$ cat config.mk
export PLATFORM = sky130hd
export DESIGN_NAME = conv_frame_sequencer
export DESIGN_NICKNAME = d
export VERILOG_FILES = /design/src/rtl/conv_seq_pkg.sv /design/src/rtl/conv_seq_out_counter.sv /design/src/rtl/conv_frame_sequencer.sv
export SDC_FILE = /design/constraint.sdc
export NUM_CORES = 1
export LEC_CHECK = 0
export BUFFER_PORTS_ARGS = -buffer_cell sky130_fd_sc_hd__buf_2
export CAP_MARGIN = 20
export CORE_MARGIN = 2
export CORE_UTILIZATION = 35
export DETAILED_ROUTE_END_ITERATION = 10
export PLACE_DENSITY = 0.51
export SYNTH_ARGS = -nofsm -noshare
export SYNTH_HDL_FRONTEND = slang
export SYNTH_SLANG_ARGS = --single-unit
$ cat constraint.sdc
create_clock -name clock -period 2.85 [get_ports clock]
set_input_delay 0.1425 -clock clock [delete_from_list [all_inputs] [get_ports clock]]
set_output_delay 0.1425 -clock clock [all_outputs]
set_load 0.05 [all_outputs]
$ cat src/rtl/conv_seq_pkg.sv
// Shared types and derived frame constants for the conv/max-pool frame sequencer.
package conv_seq_pkg;

    typedef enum logic [1:0] {
        ST_IDLE   = 2'd0,
        ST_STREAM = 2'd1,
        ST_DRAIN  = 2'd2,
        ST_FIN    = 2'd3
    } seq_state_t;

    function automatic int unsigned calc_n_pix(input int unsigned w, input int unsigned h);
        return w * h;
    endfunction

    // Valid convolution, stride 1.
    function automatic int unsigned calc_n_conv(input int unsigned w, input int unsigned h,
                                                input int unsigned k);
        return (w - k + 1) * (h - k + 1);
    endfunction

    // Non-overlapping pooling over the convolution output.
    function automatic int unsigned calc_n_max(input int unsigned w, input int unsigned h,
                                               input int unsigned k, input int unsigned p);
        return ((w - k + 1) / p) * ((h - k + 1) / p);
    endfunction

endpackage

$ cat src/rtl/conv_seq_out_counter.sv
// Saturating event counter with a registered target match and a registered overrun pulse.
module conv_seq_out_counter
    import conv_seq_pkg::*;
#(
    parameter int unsigned CNT_W = 10
) (
    input  logic             clock,
    input  logic             reset,
    input  logic             clr,
    input  logic             inc,
    input  logic [CNT_W-1:0] target,
    output logic [CNT_W-1:0] count,
    output logic             hit,
    output logic             over
);

    logic [CNT_W-1:0] count_nxt;

    always_comb begin
        count_nxt = count;
        if (clr) begin
            count_nxt = '0;
        end else if (inc && (count != '1)) begin
            count_nxt = count + CNT_W'(1);
        end
    end

    // hit tracks the value being stored so it always describes the visible count.
    always_ff @(posedge clock or posedge reset) begin
        if (reset) begin
            count <= '0;
            hit   <= 1'b0;
            over  <= 1'b0;
        end else begin
            count <= count_nxt;
            hit   <= (count_nxt == target);
            over  <= !clr && inc && (count == target);
        end
    end

endmodule

$ cat src/rtl/conv_frame_sequencer.sv
// Streams one frame from frame memory into the conv/max-pool datapath and
// tracks the returning valid pulses until completion or drain timeout.
module conv_frame_sequencer
    import conv_seq_pkg::*;
#(
    parameter int unsigned IMG_W         = 28,
    parameter int unsigned IMG_H         = 28,
    parameter int unsigned KERNEL        = 3,
    parameter int unsigned POOL          = 2,
    parameter int unsigned DATA_W        = 8,
    parameter int unsigned ADDR_W        = 10,
    parameter int unsigned CNT_W         = 10,
    parameter int unsigned DRAIN_TIMEOUT = 64
) (
    input  logic              clock,
    input  logic              reset,
    input  logic              start,
    input  logic              hold,
    output logic              mem_rd_en,
    output logic [ADDR_W-1:0] mem_addr,
    input  logic [DATA_W-1:0] mem_data,
    output logic [DATA_W-1:0] Pixel_In,
    output logic              Pixel_valid,
    input  logic              Con_Valid,
    input  logic              Max_Valid,
    output logic              busy,
    output logic              done,
    output logic              error,
    output logic [CNT_W-1:0]  conv_count,
    output logic [CNT_W-1:0]  max_count
);

    localparam int unsigned N_PIX  = calc_n_pix(IMG_W, IMG_H);
    localparam int unsigned N_CONV = calc_n_conv(IMG_W, IMG_H, KERNEL);
    localparam int unsigned N_MAX  = calc_n_max(IMG_W, IMG_H, KERNEL, POOL);
    localparam int unsigned IDLE_W = $clog2(DRAIN_TIMEOUT + 1);

    localparam logic [ADDR_W-1:0] LAST_ADDR = ADDR_W'(N_PIX - 1);
    localparam logic [CNT_W-1:0]  CONV_TGT  = CNT_W'(N_CONV);
    localparam logic [CNT_W-1:0]  MAX_TGT   = CNT_W'(N_MAX);
    localparam logic [IDLE_W-1:0] IDLE_MAX  = IDLE_W'(DRAIN_TIMEOUT);

    seq_state_t        state;
    seq_state_t        state_nxt;
    logic              rd_req;
    logic              start_acc;
    logic              timeout;
    logic              count_en;
    logic [ADDR_W-1:0] rd_addr;
    logic              rd_en_d1;
    logic [IDLE_W-1:0] idle_cnt;
    logic              conv_hit;
    logic              conv_over;
    logic              max_hit;
    logic              max_over;

    assign count_en = (state == ST_STREAM) || (state == ST_DRAIN);

    always_ff @(posedge clock or posedge reset) begin
        if (reset) begin
            state <= ST_IDLE;
        end else begin
            state <= state_nxt;
        end
    end

    always_comb begin
        state_nxt = state;
        rd_req    = 1'b0;
        start_acc = 1'b0;
        timeout   = 1'b0;
        case (state)
            ST_IDLE: begin
                if (start) begin
                    start_acc = 1'b1;
                    state_nxt = ST_STREAM;
                end
            end
            ST_STREAM: begin
                if (!hold) begin
                    rd_req = 1'b1;
                    if (rd_addr == LAST_ADDR) begin
                        state_nxt = ST_DRAIN;
                    end
                end
            end
            ST_DRAIN: begin
                // Completion takes priority over a coincident timeout.
                if (conv_hit && max_hit) begin
                    state_nxt = ST_FIN;
                end else if (idle_cnt == IDLE_MAX) begin
                    timeout   = 1'b1;
                    state_nxt = ST_FIN;
                end
            end
            ST_FIN: begin
                state_nxt = ST_IDLE;
            end
            default: begin
                state_nxt = ST_IDLE;
            end
        endcase
    end

    // Read issue, two-stage pixel pipe, drain idle timer and status outputs.
    always_ff @(posedge clock or posedge reset) begin
        if (reset) begin
            rd_addr     <= '0;
            mem_addr    <= '0;
            mem_rd_en   <= 1'b0;
            rd_en_d1    <= 1'b0;
            Pixel_In    <= '0;
            Pixel_valid <= 1'b0;
            idle_cnt    <= '0;
            error       <= 1'b0;
            busy        <= 1'b0;
            done        <= 1'b0;
        end else begin
            mem_rd_en <= rd_req;
            if (start_acc) begin
                rd_addr  <= '0;
                mem_addr <= '0;
            end else if (rd_req) begin
                mem_addr <= rd_addr;
                rd_addr  <= rd_addr + ADDR_W'(1);
            end

            rd_en_d1    <= mem_rd_en;
            Pixel_valid <= rd_en_d1;
            if (rd_en_d1) begin
                Pixel_In <= mem_data;
            end

            if ((state != ST_DRAIN) || Con_Valid || Max_Valid) begin
                idle_cnt <= '0;
            end else if (idle_cnt != IDLE_MAX) begin
                idle_cnt <= idle_cnt + IDLE_W'(1);
            end

            if (start_acc) begin
                error <= 1'b0;
            end else if (conv_over || max_over || timeout) begin
                error <= 1'b1;
            end

            busy <= (state_nxt == ST_STREAM) || (state_nxt == ST_DRAIN);
            done <= (state_nxt == ST_FIN);
        end
    end

    conv_seq_out_counter #(.CNT_W(CNT_W)) u_conv_cnt (
        .clock  (clock),
        .reset  (reset),
        .clr    (start_acc),
        .inc    (Con_Valid && count_en),
        .target (CONV_TGT),
        .count  (conv_count),
        .hit    (conv_hit),
        .over   (conv_over)
    );

    conv_seq_out_counter #(.CNT_W(CNT_W)) u_max_cnt (
        .clock  (clock),
        .reset  (reset),
        .clr    (start_acc),
        .inc    (Max_Valid && count_en),
        .target (MAX_TGT),
        .count  (max_count),
        .hit    (max_hit),
        .over   (max_over)
    );

endmodule

==> results_dict.tcl <==
set metrics [dict create \
    status "completed" \
    die_y_um 102 \
    p_leak_nw 1.87 \
    tns_ns 0 \
    holdWs_ns 0.0391 \
    dieArea_um2 10400 \
    fillers 949 \
    min_path_type "in -> reg" \
    grt_usage 0.150 \
    pin_count 57 \
    n_antenna_cell 0 \
    rsz0062_at_grt "no" \
    firstDrtPassIters 4 \
    cts_buffers 9 \
    fp.dieW_um 102 \
    grt_max_degree 27 \
    post-route-drc-count 0 \
    postSynth.asyncResetShare 1.00 \
    numPlacedInstances 521 \
    cts.sinks 67 \
    grt_pass1_wl_mm 12.3 \
    vias_per_cell 4.96 \
    stdcell_count 538 \
    final_nets 429 \
    gp_congestion 0.844 \
    tightestPinTransition_ns 0.541 \
    cp_slowest_cell "ha_1" \
    synth.cell_area_um2 3380 \
    worstSetupPathType "reg -> reg" \
    rows 35 \
    layout_setup_ws_ns 0.511 \
    arrival_ns 2.55 \
    layout-drive-gt1-share 0.220 \
    regArea_um2 1680 \
    ys_warn_count 0 \
    hold_violations 0 \
    p_seq_frac 0.389 \
    post_cts_buffers 0 \
    p_per_area_nw_per_um2 810 \
    crit_path_max_incr_delay_ns 0.43 \
    ys_seq_elements 67 \
    synthTopCellsByArea "dfrtp_1 (50%), nand2_1 (5.0%), nor2_1 (4.9%)" \
    cts.htree.levels 3 \
    path_clk_slew_ns 0.07 \
    finalWirelength_mm 7.36 \
    post_cts_resized 0 \
    wl_per_cell_um 13.7 \
    maxCapViolations 0 \
    synth_top_area_frac 0.497 \
    dpl.hpwl_mm 5.22 \
    cp_cell_sequence "inv_1, ha_1, and2_1, o31a_1, a21oi_1, a31o_2, and4b_1" \
    initial_core_util 0.364 \
    area_growth_syn_to_layout_pct 18.3 \
    fmax_mhz 427 \
    ys.flop_type "dfrtp_1" \
    clkPwrFrac 0.248 \
    cts.path.max_buffers 2 \
    coreArea_um2 9280 \
    p_int_mw 1.89 \
    path_buf_inv 1 \
    combinationalPowerShare 0.363 \
    synthDistinctLibCells 50 \
    synth_edf_count 0 \
    route.vias.total 2669 \
    finish.instance_area_um2 3990 \
    setup_viol 0 \
    yosys.cell_count.top_type "dfrtp_1" \
    syn-instance-count 347 \
    worstPathMaxFanout 9 \
    multi_input_area_um2 1570 \
    portBuffers 56 \
    cts_tree "built" \
    clk_latency_ns 0.34 \
    yosysTopAreaCell "dfrtp_1" \
    relSlewSlack 0.639 \
    cp-start-kind "flip-flop" \
    slew_viol_final 0 \
    switching_share 0.415 \
    crit_family "compound AO/OA/AOI/OAI gates" \
    timing.final.crit_share 0.821 \
    final_antenna_net_count 0 \
    period_minus_slack_ns 2.34 \
    antenna_found_initial 0 \
    crit_path_end_kind "flip-flop" \
    post-route-util 0.430 \
    gr-total-overflow 0 \
    hold_buffers 1 \
    vdd_ir_drop_max_mv 0.390 \
    net-switching-power_mw 1.34 \
    finClkSkew_ns 0.0123 \
    synth_nets 372 \
    yosys-top-cells-count "dfrtp_1 (67), nand2_1 (45), nor2_1 (44)" \
    total_power_mw 3.24 \
    initialDrtViolationCount 106 \
    crit_required_ns 3.06 \
    placed_cell_area_um2 3780 \
    seq_area_frac_synth 0.497 \
    root_buffer "clkbuf_8" \
    avgSynthCellArea_um2 9.73 \
    grt_pass1_vias 2465 \
    dp_worst_setup_slack_ns 0.544 \
]
==> layer usage <==
| metal | up-vias | part of all wire | track usage |
|---|---|---|---|
| met5 | - | 0 | 0 |
| met4 | 0 | 0.0080 | 0.0482 |
| met3 | 6 | 0.047 | 0.0417 |
| met2 | 66 | 0.43 | 0.203 |
| met1 | 1278 | 0.52 | 0.229 |
| li1 | 1319 | - | - |
==> logic make-up (layout without fill, tap and decap cells) <==
kind of cell	after synthesis	after routing	share of synthesized area
buffers and inverters	29	91	0.0378
multiplexers	11	11	0.0360
flip-flops	67	67	0.497
adder cells (fa/ha/maj)	11	11	0.0408
AO/OA/AOI/OAI	48	48	0.0934
AND/OR/NAND/NOR	154	154	0.225
XOR/XNOR	27	27	0.0700
==> worst paths after layout <==
kind / start / to / slack [ns] / depth (start not counted)
max: state[0] / u_conv_cnt.hit / 0.51 / 7
min: mem_data[2] / Pixel_In[2] / 0.04 / 2
max reg2reg: state[0] / u_conv_cnt.hit / 0.51 / 7
min reg2reg: mem_rd_en / rd_en_d1 / 0.37 / 0
max in group asynchronous: reset / u_conv_cnt.over / 1.75 / 4
min in group asynchronous: reset / Pixel_In[0] / 0.39 / 3
==> layout by cell type (no fill, tap or decap), types with 3 or more instances in the layout <==
cell type,synthesis,layout
a211oi_1,4,4
a21oi_1,21,21
a31oi_1,3,3
and2_1,3,3
and3_1,6,6
and4_1,5,5
buf_2,3,56
buf_4,0,6
clkbuf_8,0,11
dfrtp_1,67,67
ha_1,11,11
inv_1,11,10
mux2_2,9,9
nand2_1,45,45
nand2b_1,4,4
nand3_1,9,9
nand4_1,10,10
nor2_1,44,44
nor3_1,8,8
nor4_1,5,5
o21ai_0,4,4
or3_1,4,4
xnor2_1,10,10
xor2_1,17,17
==> power by group through the flow <==
stage                     registers (mW)  clock network (mW)  logic, mW
final                               1.26               0.803       1.17
after global routing                1.28               0.885       1.28
after CTS                           1.26               0.836       1.19
after detailed placement            1.28                   0       1.18
after global placement              1.27                   0       1.18
after floorplan                     1.66                   0      0.514
==> flip-flops by register name (all words and copies together), names as in the netlist <==
signal and cells:
u_conv_cnt.over 1, idle_cnt 7, Pixel_In 8, busy 1, u_conv_cnt.count 10, rd_addr 10
error 1, done 1, u_max_cnt.over 1, state 2, rd_en_d1 1, mem_addr 10
u_conv_cnt.hit 1, u_max_cnt.hit 1, mem_rd_en 1, Pixel_valid 1, u_max_cnt.count 10
==> area by class of cell <==
type                    count  area share
multi-input cells         251       0.393
inverters                  12      0.0113
flip-flops and latches     67       0.420
clock inverters             4      0.0122
clock buffers              12      0.0388
well taps                 129      0.0404
repair buffers             63      0.0840
(Power assumes the default switching activity.)
